[src/rtl/fifo_scheduler.sv]
// fifo_scheduler: round-robin write arbiter feeding a shared FIFO, plus a
// read sequencer that absorbs the FIFO's one-cycle registered read latency
// and presents words to a single consumer over valid/ready.
module fifo_scheduler #(
    parameter int NUM_REQ = 4,
    parameter int WIDTH   = 8,
    parameter int LEVEL_W = 6
) (
    input  logic                       clk,
    input  logic                       reset,
    input  logic [NUM_REQ-1:0]         req_valid,
    input  logic [NUM_REQ*WIDTH-1:0]   req_data,
    output logic [NUM_REQ-1:0]         req_ready,
    output logic                       fifo_write,
    output logic [WIDTH-1:0]           fifo_write_data,
    input  logic                       fifo_full,
    output logic                       fifo_read,
    input  logic [WIDTH-1:0]           fifo_read_data,
    input  logic                       fifo_empty,
    output logic                       out_valid,
    output logic [WIDTH-1:0]           out_data,
    input  logic                       out_ready,
    output logic [LEVEL_W-1:0]         level,
    output logic [2:0]                 grant_id
);

    typedef enum logic [1:0] {
        S_IDLE,
        S_CAPTURE,
        S_VALID
    } state_t;

    localparam logic [3:0] NREQ = 4'(NUM_REQ);

    state_t                 r_state;
    state_t                 w_state_next;
    logic [2:0]             r_rr_ptr;
    logic [2:0]             r_grant_id;
    logic [LEVEL_W-1:0]     r_level;
    logic                   r_out_valid;
    logic [WIDTH-1:0]       r_out_data;

    logic [2*NUM_REQ-1:0]   w_req_dbl;
    logic [2*NUM_REQ-1:0]   w_req_rot;
    logic                   w_any;
    logic [2:0]             w_offset;
    logic [3:0]             w_sum;
    logic [2:0]             w_grant;
    logic                   w_write_en;
    logic                   w_load;
    logic                   w_clr;

    // Rotating the doubled request vector by rr_ptr turns the wrapped
    // search into a plain lowest-set-bit search starting at bit 0.
    assign w_req_dbl = {req_valid, req_valid};
    assign w_req_rot = w_req_dbl >> r_rr_ptr;

    // Find the first pending requester at or after rr_ptr
    always_comb begin
        w_any    = 1'b0;
        w_offset = '0;
        for (int unsigned i = 0; i < NUM_REQ; i++) begin
            if (!w_any && w_req_rot[i]) begin
                w_any    = 1'b1;
                w_offset = i[2:0];
            end
        end
    end

    assign w_sum      = {1'b0, r_rr_ptr} + {1'b0, w_offset};
    assign w_grant    = (w_sum >= NREQ) ? 3'(w_sum - NREQ) : w_sum[2:0];
    assign w_write_en = w_any && !fifo_full && !reset;
    assign fifo_write = w_write_en;

    // Decode the grant into the one-hot ready and the write data mux
    always_comb begin
        req_ready       = '0;
        fifo_write_data = '0;
        for (int unsigned i = 0; i < NUM_REQ; i++) begin
            if (i[2:0] == w_grant) begin
                req_ready[i]    = w_write_en;
                fifo_write_data = req_data[i*WIDTH +: WIDTH];
            end
        end
    end

    // Advance the round-robin pointer past each accepted requester
    always_ff @(posedge clk or posedge reset) begin
        if (reset) begin
            r_rr_ptr   <= '0;
            r_grant_id <= '0;
        end else if (w_write_en) begin
            r_grant_id <= w_grant;
            r_rr_ptr   <= (w_grant == 3'(NUM_REQ - 1)) ? '0 : w_grant + 3'd1;
        end
    end

    // Read sequencer state register
    always_ff @(posedge clk or posedge reset) begin
        if (reset) begin
            r_state <= S_IDLE;
        end else begin
            r_state <= w_state_next;
        end
    end

    // Read sequencer next state and read strobe
    always_comb begin
        w_state_next = r_state;
        fifo_read    = 1'b0;
        w_load       = 1'b0;
        w_clr        = 1'b0;
        case (r_state)
            S_IDLE: begin
                if (!fifo_empty && !reset) begin
                    fifo_read    = 1'b1;
                    w_state_next = S_CAPTURE;
                end
            end
            S_CAPTURE: begin
                w_load       = 1'b1;
                w_state_next = S_VALID;
            end
            S_VALID: begin
                if (out_ready) begin
                    w_clr = 1'b1;
                    if (!fifo_empty && !reset) begin
                        fifo_read    = 1'b1;
                        w_state_next = S_CAPTURE;
                    end else begin
                        w_state_next = S_IDLE;
                    end
                end
            end
            default: w_state_next = S_IDLE;
        endcase
    end

    // Output holding register loaded one cycle after each FIFO read
    always_ff @(posedge clk or posedge reset) begin
        if (reset) begin
            r_out_valid <= 1'b0;
            r_out_data  <= '0;
        end else if (w_load) begin
            r_out_valid <= 1'b1;
            r_out_data  <= fifo_read_data;
        end else if (w_clr) begin
            r_out_valid <= 1'b0;
        end
    end

    // Occupancy tracking; a write and a read in one cycle cancel out
    always_ff @(posedge clk or posedge reset) begin
        if (reset) begin
            r_level <= '0;
        end else begin
            case ({fifo_write, fifo_read})
                2'b10:   r_level <= r_level + 1'b1;
                2'b01:   r_level <= r_level - 1'b1;
                default: r_level <= r_level;
            endcase
        end
    end

    assign out_valid = r_out_valid;
    assign out_data  = r_out_data;
    assign level     = r_level;
    assign grant_id  = r_grant_id;

endmodule

[config.mk]
export PLATFORM = sky130hd
export DESIGN_NAME = fifo_scheduler
export DESIGN_NICKNAME = d
export VERILOG_FILES = /design/src/rtl/fifo_scheduler.sv
export SDC_FILE = /design/constraint.sdc
export NUM_CORES = 1
export LEC_CHECK = 0
export CORE_ASPECT_RATIO = 0.7
export CORE_MARGIN = 2
export CORE_UTILIZATION = 25
export CTS_BUF_LIST = sky130_fd_sc_hd__clkbuf_2 sky130_fd_sc_hd__clkbuf_4 sky130_fd_sc_hd__clkbuf_8
export DETAILED_ROUTE_END_ITERATION = 8
export HOLD_SLACK_MARGIN = 0.15
export PLACE_DENSITY = 0.55
export SLEW_MARGIN = 30
export SYNTH_ARGS = -nofsm -noshare
export SYNTH_HDL_FRONTEND = slang
export SYNTH_SLANG_ARGS = --single-unit
[constraint.sdc]
create_clock -name clk -period 11.15 [get_ports clk]
set_input_delay 2.7875 -clock clk [delete_from_list [all_inputs] [get_ports clk]]
set_output_delay 2.7875 -clock clk [all_outputs]
set_load 0.02 [all_outputs]
=== Word level (Yosys, flattened, before mapping) ===
Index checks and enable logic that the tools add are counted.

* Order comparisons: 1
* Equality and inequality tests: 10
* $add $sub $neg: 5
* Reduce and logical (&&, ||, !) cells: 17
* Shifts and indexed selects: 1
* Multiplexer cells: 30

{| class="wikitable"
|+ Operators by type and width
! operator !! count
|-
| 8-bit 2-to-1 mux || 4
|-
| 1-bit 2-to-1 mux || 17
|-
| 3-bit 2-to-1 mux || 4
|-
| 6-bit one-hot mux with 2 select lines || 1
|-
| 8-bit by 3-bit right shift with 4-bit output || 1
|-
| 6-bit by 1-bit adder with 6-bit output, second input constant || 1
|-
| 2-bit by 3-bit equality test with 1-bit output, first input constant || 2
|-
| 1-bit logical AND || 6
|-
| 1-bit logical NOT || 6
|-
| 2-bit one-hot mux with 3 select lines || 1
|-
| 6-bit by 1-bit subtractor with 6-bit output, second input constant || 1
|-
| 3-bit by 3-bit adder with 4-bit output || 1
|-
| 2-bit by 1-bit equality test with 1-bit output, second input constant || 2
|-
| 2-bit equality test, second input constant || 2
|-
| 4-bit by 3-bit >= comparator with 1-bit output, second input constant || 1
|-
| 2-bit 2-to-1 mux || 2
|-
| 2-bit != test, second input constant || 2
|-
| 2-bit nonzero test || 2
|-
| 3-bit by 1-bit adder with 3-bit output, second input constant || 1
|-
| 1-bit by 3-bit equality test with 1-bit output, first input constant || 1
|-
| 3-bit by 2-bit equality test with 1-bit output, second input constant || 1
|-
| 3-bit logical NOT || 1
|-
| 3-bit subtractor, second input constant || 1
|-
| 2-bit logical NOT || 1
|-
| 2 further kinds || 2
|}

* Word-level logic and storage cells: 70
* Output and inout bits: 32
* Bits in registers: 23

=== Logic depth before layout (Yosys ltp) ===
Gate-level depths: netlist of run 1.

* Depth in word-level cells: 19
* Gate-level depth with buffers: 15

=== Worst setup path before layout of run 1 ===
OpenSTA, ideal clock, no wires.

* Path kind: input -> output
* Start: in req_valid[1]
* End: out fifo_write_data[6]
* Setup slack: 2.924 ns
* Arrival: 5.439 ns
* Stages on the path: 14
* Required time: 8.363 ns
* Path through: and3b_1 a21oi_1 o211ai_1 o2bb2ai_1 ha_1 inv_1 fa_1 inv_1 ha_1 clkbuf_1 clkbuf_1 a211oi_1 a211o_1 a21oi_1

* Longest elaborated chain between the ends: 19

{| class="wikitable"
|+ RTL lines
! item !! RTL line !! RTL
|-
| start: declaration || 11 || <nowiki>input logic [NUM_REQ-1:0] req_valid,</nowiki>
|-
| 8-bit by 3-bit right shift with 4-bit output * || 56 || <nowiki>assign w_req_rot = w_req_dbl >> r_rr_ptr;</nowiki>
|-
| 1-bit 2-to-1 mux || 63 || <nowiki>if (!w_any && w_req_rot[i]) begin</nowiki>
|-
| 1-bit logical NOT || 63 ||
|-
| 1-bit logical AND || 63 ||
|-
| 1-bit 2-to-1 mux || 63 ||
|-
| 1-bit logical NOT || 63 ||
|-
| 1-bit logical AND || 63 ||
|-
| 1-bit 2-to-1 mux || 63 ||
|-
| [2 not listed] || n/a ||
|-
| 3-bit 2-to-1 mux * || 63 ||
|-
| 3-bit by 3-bit adder with 4-bit output * || 70 || <nowiki>assign w_sum = {1'b0, r_rr_ptr} + {1'b0, w_offset};</nowiki>
|-
| 4-bit by 3-bit >= comparator with 1-bit output or 3-bit subtractor (tied branches) || 71 || <nowiki>assign w_grant = (w_sum >= NREQ) ? 3'(w_sum - NREQ) : w_sum[2:0];</nowiki>
|-
| 3-bit 2-to-1 mux * || 71 ||
|-
| via w_grant[1] || 48 || <nowiki>logic [2:0] w_grant;</nowiki>
|-
| 3-bit logical NOT || 80 || <nowiki>if (i[2:0] == w_grant) begin</nowiki>
|-
| 8-bit 2-to-1 mux (3 in a row) || 80 ||
|-
| 8-bit 2-to-1 mux * || 80 ||
|-
| end: declaration || 15 || <nowiki>output logic [WIDTH-1:0] fifo_write_data,</nowiki>
|}

The timed path passes the listed nets; every way through them passes the cells marked *.

=== Worst setup path in the final report of run 1 ===
* Start: in req_valid[1]
* End: out fifo_write_data[7]

The elaborated chain is that of the path after synthesis.

==> results.sh, run 1 <==
export IMPL_status="finished, final reports clean"
export IMPL_final_hold_viol_count=0
export IMPL_worstPathMaxFanout=17
export IMPL_period_share=0.8401
export IMPL_rrSetupSlack_ns=7.26
export IMPL_cp_data_arrival_time_ns=6.58
export IMPL_synthesis_area_sq_um=1790
export IMPL_final_antenna_net_count=0
export IMPL_synth_nets=255
export IMPL_min_path_type="flop to flop"
export IMPL_core_sq_um=6850
export IMPL_whs_endpoint="r_state[0]$_DFFE_PP0P_"
export IMPL_final_setup_tns_ns=0
export IMPL_grt_pass1_vias=1642
export IMPL_initial_core_util=0.2614
export IMPL_firstDrtPassIters=4
export IMPL_dieHeight_um=74.81
export IMPL_cts_buffers=3
export IMPL_dieArea_sq_um=7866
export IMPL_ir_drop_mv=0.1159
export IMPL_period_needed_ns=9.367
export IMPL_gp_congestion=0.7802
export IMPL_postCtsSetupRepairBufs=0
export IMPL_end_kind="primary output"
export IMPL_clk_insertion_delay_late_ns=0.26
export IMPL_routedWlPerCell_um=13.84
export IMPL_post_cts_resized=0
export IMPL_rsz0062_at_grt="no"
export IMPL_synth_top_area_cell="dfrtp_1"
export IMPL_placedInstanceArea_sq_um=2671
export IMPL_antenna_found_initial=0
export IMPL_die_width_um=105.2
export IMPL_area_growth_pct=51.92
export IMPL_ys_ff_latch=23
export IMPL_ys_types=41
export IMPL_start_kind="input pin"
export IMPL_ys_top_cells_by_count="23 x dfrtp_1, 21 x inv_1, 15 x a21oi_1, 13 x nand2_1, 11 x ha_1"
export IMPL_syn_avg_cell_area_sq_um=9.277
export IMPL_cts_hold_buf=0
export IMPL_skew_ns=0.006591
export IMPL_grt_pass1_wl_um=8224
export IMPL_syn_inst=193
export IMPL_drc_errors=0
export IMPL_cts_sinks=23
export IMPL_worst_slew_pin_slew_ns=0.7815
export IMPL_vias_per_cell=4.646
export IMPL_drt_iter0_drc=60
export IMPL_fmax_mhz=106.8
export IMPL_grt_ovfl_total=0
export IMPL_synth_area_top_cells="dfrtp_1 32%, ha_1 7.7%, mux2_2 5.0%"
export IMPL_drt_wl_total_um=5010
export IMPL_leakagePower_nw=1.158
export IMPL_p_per_area_nw_per_um2=331.9
export IMPL_synthArstFlopShare=1.000
export IMPL_synth_top_cell_area_share=0.3215
export IMPL_worstSetupPathType="input pin to primary output"
export IMPL_path_clk_slew_ns=0.09
export IMPL_synth_most_common_cell="dfrtp_1"
export IMPL_num_vias=1682
export IMPL_cts_root_buf="clkbuf_8"
export IMPL_relSlewSlack=0.4772
export IMPL_htreeDepth=1
export IMPL_whs_path_depth=1
export IMPL_ys_warn_count=0
export IMPL_cap_violations=0
export IMPL_r2r_end="level[5]$_DFFE_PP0P_"
export IMPL_stdcell_area_sq_um=2720
export IMPL_ios=81
export IMPL_synth_flop_cell="dfrtp_1"
export IMPL_finalPower_w=0.0009029
export IMPL_r2r_start="r_rr_ptr[0]$_DFFE_PP0P_"
export IMPL_drv_slew=0
export IMPL_diodes=0
export IMPL_fin_nets=331
export IMPL_grt_max_degree=24
export IMPL_grtUsageTotal=0.1281
export IMPL_reg2regPathDepth=9
export IMPL_hpwlAfterDp_um=3802
export IMPL_core_rowCount=25
export IMPL_hp_start="r_state[0]$_DFFE_PP0P_"
export IMPL_setup_viol=0
export IMPL_synth_seq_area_share=0.3215
export IMPL_synth_edf_count=0
export IMPL_drive_gt1_frac=0.05970
export IMPL_clock_path_buffers=2
export IMPL_cts_tree="done"
export IMPL_portBuffers=80
export IMPL_crit_required_ns=8.36
[through the flow]
step	util	setup WS (ns)	hold WS (ns)	cells
3_3_place_gp	0.3900	1.856	0.4492	358
4_1_cts	0.3971	1.751	0.4673	362
5_1_grt	0.3971	1.559	0.5058	362
3_5_place_dp	0.3900	1.763	0.4551	358
6_report	0.3971	1.783	0.4662	362
2_1_floorplan	-	2.924	0.4276	193
[state kept, by name (all words and copies together), names as in the netlist]
register,count
r_state,2
r_rr_ptr,3
out_data,8
level,6
grant_id,3
out_valid,1
[area by class of cell]
type | count | area [sq um]
Clock buffer | 4 | 48.80
Fill cell | 680 | 4130
Inverter | 21 | 78.83
Sequential cell | 23 | 575.6
Multi-Input combinational cell | 139 | 1091
Timing Repair Buffer | 81 | 808.3
Tap cell | 94 | 117.6
[critical path, stage by stage]
cell and delay (ns):
clkdlybuf4s50_1 0.57, and3b_1 0.20, a21oi_1 0.17, o211ai_1 0.11, o2bb2ai_1 0.15, ha_1 0.21
inv_1 0.07, fa_1 0.45, inv_1 0.11, ha_1 0.55, a211oi_1 0.10, a211o_1 0.31
a21oi_1 0.14, clkdlybuf4s50_1 0.63
[report_power, final]
| group | internal [W] | total [W] | switching (W) |
|---|---|---|---|
| clock network | 0.0000279 | 0.0000543 | 0.0000264 |
| registers | 0.000112 | 0.000142 | 0.0000302 |
| logic | 0.000341 | 0.000707 | 0.000365 |
| total | 0.000481 | 0.000903 | 0.000422 |
[cells in the final DEF (no fill, tap or decap), types with 2 or more instances in the layout]
| cell | n |
|---|---|
| mux2i_1 | 2 |
| nand3b_1 | 2 |
| inv_1 | 20 |
| a2111oi_0 | 2 |
| clkbuf_8 | 3 |
| fa_1 | 2 |
| a211o_1 | 9 |
| nor2_1 | 9 |
| mux2_1 | 4 |
| o2bb2ai_1 | 3 |
| clkdlybuf4s50_1 | 80 |
| a21o_1 | 4 |
| nor3_1 | 2 |
| and3b_1 | 9 |
| nor3b_1 | 6 |
| dfrtp_1 | 23 |
| o211ai_1 | 2 |
| o21ai_0 | 6 |
| nand2_1 | 13 |
| ha_1 | 11 |
| mux2_2 | 8 |
| a21oi_1 | 15 |
| a211oi_1 | 10 |
| xor2_1 | 3 |
| nor4b_1 | 2 |
[per-layer routing]
metal / global-route usage / vias to the layer above / routed length (um)
li1: - / 853 / -
met4: 0.004444 / 0 / 7
met3: 0.03203 / 2 / 205
met1: 0.1878 / 789 / 2682
met5: 0 / - / 0
met2: 0.2027 / 38 / 2115
[how the worst max path moves through the flow]
stage | start | end
CTS | req_valid[1] | fifo_write_data[7]
detailed placement | req_valid[1] | fifo_write_data[7]
global route | req_valid[1] | fifo_write_data[7]
floorplan | req_valid[1] | fifo_write_data[6]
global placement | req_valid[2] | fifo_write_data[7]
finish | req_valid[1] | fifo_write_data[7]
[kinds of logic after synthesis]
group / share of synthesized area
flip-flops: 0.3215
multiplexers: 0.08665
buffers and inverters: 0.06918
AO/OA/AOI/OAI: 0.2425
XOR/XNOR: 0.01957
adder cells (fa/ha/maj): 0.09923
AND/OR/NAND/NOR: 0.1614
Note: power is estimated with default switching activity, not from simulation.
==> run 2: changes to the inputs <==
PLACE_DENSITY = 0.57   (was 0.55)
clock period = 7.62 ns   (was 11.15 ns; I/O delays follow)
==> results.sh, run 2 (same netlist as run 1, synthesis figures left out) <==
export IMPL_stdcell_count=363
export IMPL_met1_usage=0.1892
export IMPL_path_clk_slew_ns=0.08
export IMPL_relSlewSlack=0.4971
export IMPL_drv_slew=0
export IMPL_drt_wl_total_um=4884
export IMPL_dp_cells=359
export IMPL_use_met3=0.02597
export IMPL_grt_use_met2=0.1941
export IMPL_cp_data_arrival_time_ns=5.44
export IMPL_final_hold_viol_count=0
export IMPL_grt_max_degree=24
export IMPL_vias_per_cell=4.537
export IMPL_start_kind="input pin"
export IMPL_grtUsageTotal=0.1262
export IMPL_initial_core_util=0.2614
export IMPL_worstSetupStartpoint="req_valid[2]"
export IMPL_clock_path_buffers=2
export IMPL_leakagePower_nw=1.172
export IMPL_antenna_found_initial=0
export IMPL_diodes=0
export IMPL_stdcell_area_sq_um=2765
export IMPL_end_kind="primary output"
export IMPL_final_common_cell="clkdlybuf4s50_1"
export IMPL_core_sq_um=6850
export IMPL_hpwlAfterDp_um=3800
export IMPL_grt_pass1_vias=1578
export IMPL_cts_hold_buf=0
export IMPL_rsz0062_at_grt="no"
export IMPL_final_setup_tns_ns=0
export IMPL_cap_violations=0
export IMPL_crit_required_ns=5.72
export IMPL_drt_iter0_drc=69
export IMPL_period_needed_ns=7.347
export IMPL_fin_util=0.4037
export IMPL_drive_gt1_frac=0.08178
export IMPL_final_antenna_net_count=0
export IMPL_min_path_type="flop to flop"
export IMPL_core_rowCount=25
export IMPL_cts_root_buf="clkbuf_8"
export IMPL_skew_ns=0.003189
export IMPL_worst_slew_pin_slew_ns=0.7353
export IMPL_period_share=0.9642
export IMPL_die_width_um=105.2
export IMPL_grt_busiest_layer="met2"
export IMPL_post_cts_resized=0
export IMPL_postCtsSetupRepairBufs=0
export IMPL_p_per_area_nw_per_um2=500.6
export IMPL_cts_tree="done"
export IMPL_hp_start="r_state[0]$_DFFE_PP0P_"
export IMPL_status="finished, final reports clean"
export IMPL_worstPathMaxFanout=15
export IMPL_ir_drop_mv=0.2267
export IMPL_dieHeight_um=74.81
export IMPL_grt_pass1_wl_um=7976
export IMPL_num_vias=1647
export IMPL_rrSetupSlack_ns=3.83
export IMPL_area_growth_pct=54.44
export IMPL_fin_nets=332
export IMPL_dieArea_sq_um=7866
export IMPL_portBuffers=80
export IMPL_gp_congestion=0.8821
export IMPL_layout_common_cells="79 x clkdlybuf4s50_1, 23 x dfrtp_1, 20 x inv_1"
export IMPL_placedInstanceArea_sq_um=2679
export IMPL_routedWlPerCell_um=13.45
export IMPL_holdWs_ns=0.4585
export IMPL_ios=81
export IMPL_worstSetupPathType="input pin to primary output"
export IMPL_setup_viol=0
export IMPL_drc_errors=0
export IMPL_htreeDepth=1
export IMPL_n_fill_cell=701
export IMPL_firstDrtPassIters=4
export IMPL_clk_insertion_delay_late_ns=0.26
export IMPL_fmax_mhz=136.1
export IMPL_grt_ovfl_total=0
export IMPL_largest_reg_flops=8
export IMPL_cts_buffers=3
export IMPL_cts_sinks=23
export IMPL_r2r_start="r_rr_ptr[0]$_DFFE_PP0P_"
## run 2: cell types whose count changed in the layout (fill, tap and decap cells not counted)
cell             change
ha_2                 +2
ha_4                 +2
ha_1                 -4
dlymetal6s2s_1       +1
a211oi_2             +1
buf_4                +1
a211oi_1             -1
clkdlybuf4s50_1      -1
## run 2: report_power, final
group,internal [W],switching (W)
registers,0.000164,0.0000433
logic,0.000534,0.000564
clock network,0.0000409,0.0000391
total,0.000738,0.000646
## run 2: metal layers
layer,share of wire,vias up
met3,0.035,4
met1,0.53,758
met2,0.43,31
met4,0.0053,0
li1,-,854
met5,0,-
## run 2: worst max-delay path, stage by stage
cell and delay, ns:
clkdlybuf4s50_1 0.57, and3b_1 0.19, a21oi_1 0.05, o211ai_1 0.17, o2bb2ai_1 0.14, ha_1 0.19
inv_1 0.06, fa_1 0.58, inv_1 0.14, ha_4 0.25, buf_4 0.16, a211o_1 0.28
a21oi_1 0.14, clkdlybuf4s50_1 0.63
## run 2: path summary, 6_finish.rpt
path / to / cells after the start
setup / recovery: fifo_write_data[1] / 14
hold / removal: r_state[0]$_DFFE_PP0P_ / 1
setup reg to reg: level[5]$_DFFE_PP0P_ / 9
hold reg to reg: r_state[0]$_DFFE_PP0P_ / 1
max in group asynchronous: out_data[3]$_DFFE_PP0P_ / 2
min in group asynchronous: out_data[5]$_DFFE_PP0P_ / 2
## run 2: final cells by class
class / count / area [sq um] / area share
multi-input combinational: 139 / 1126 / 0.4072
timing repair buffer: 82 / 818.3 / 0.2959
sequential: 23 / 575.6 / 0.2081
tap: 94 / 117.6 / 0.04253
inverter: 21 / 78.83 / 0.02851
clock buffer: 4 / 48.80 / 0.01765
## run 2: stage by stage
step	setup WS (ns)	total power (W)
2_1_floorplan	1.159	0.0008529
3_3_place_gp	0.03712	0.001261
3_5_place_dp	0.02555	0.001264
4_1_cts	0.002669	0.001350
5_1_grt	0.03090	0.001486
6_report	0.2730	0.001384
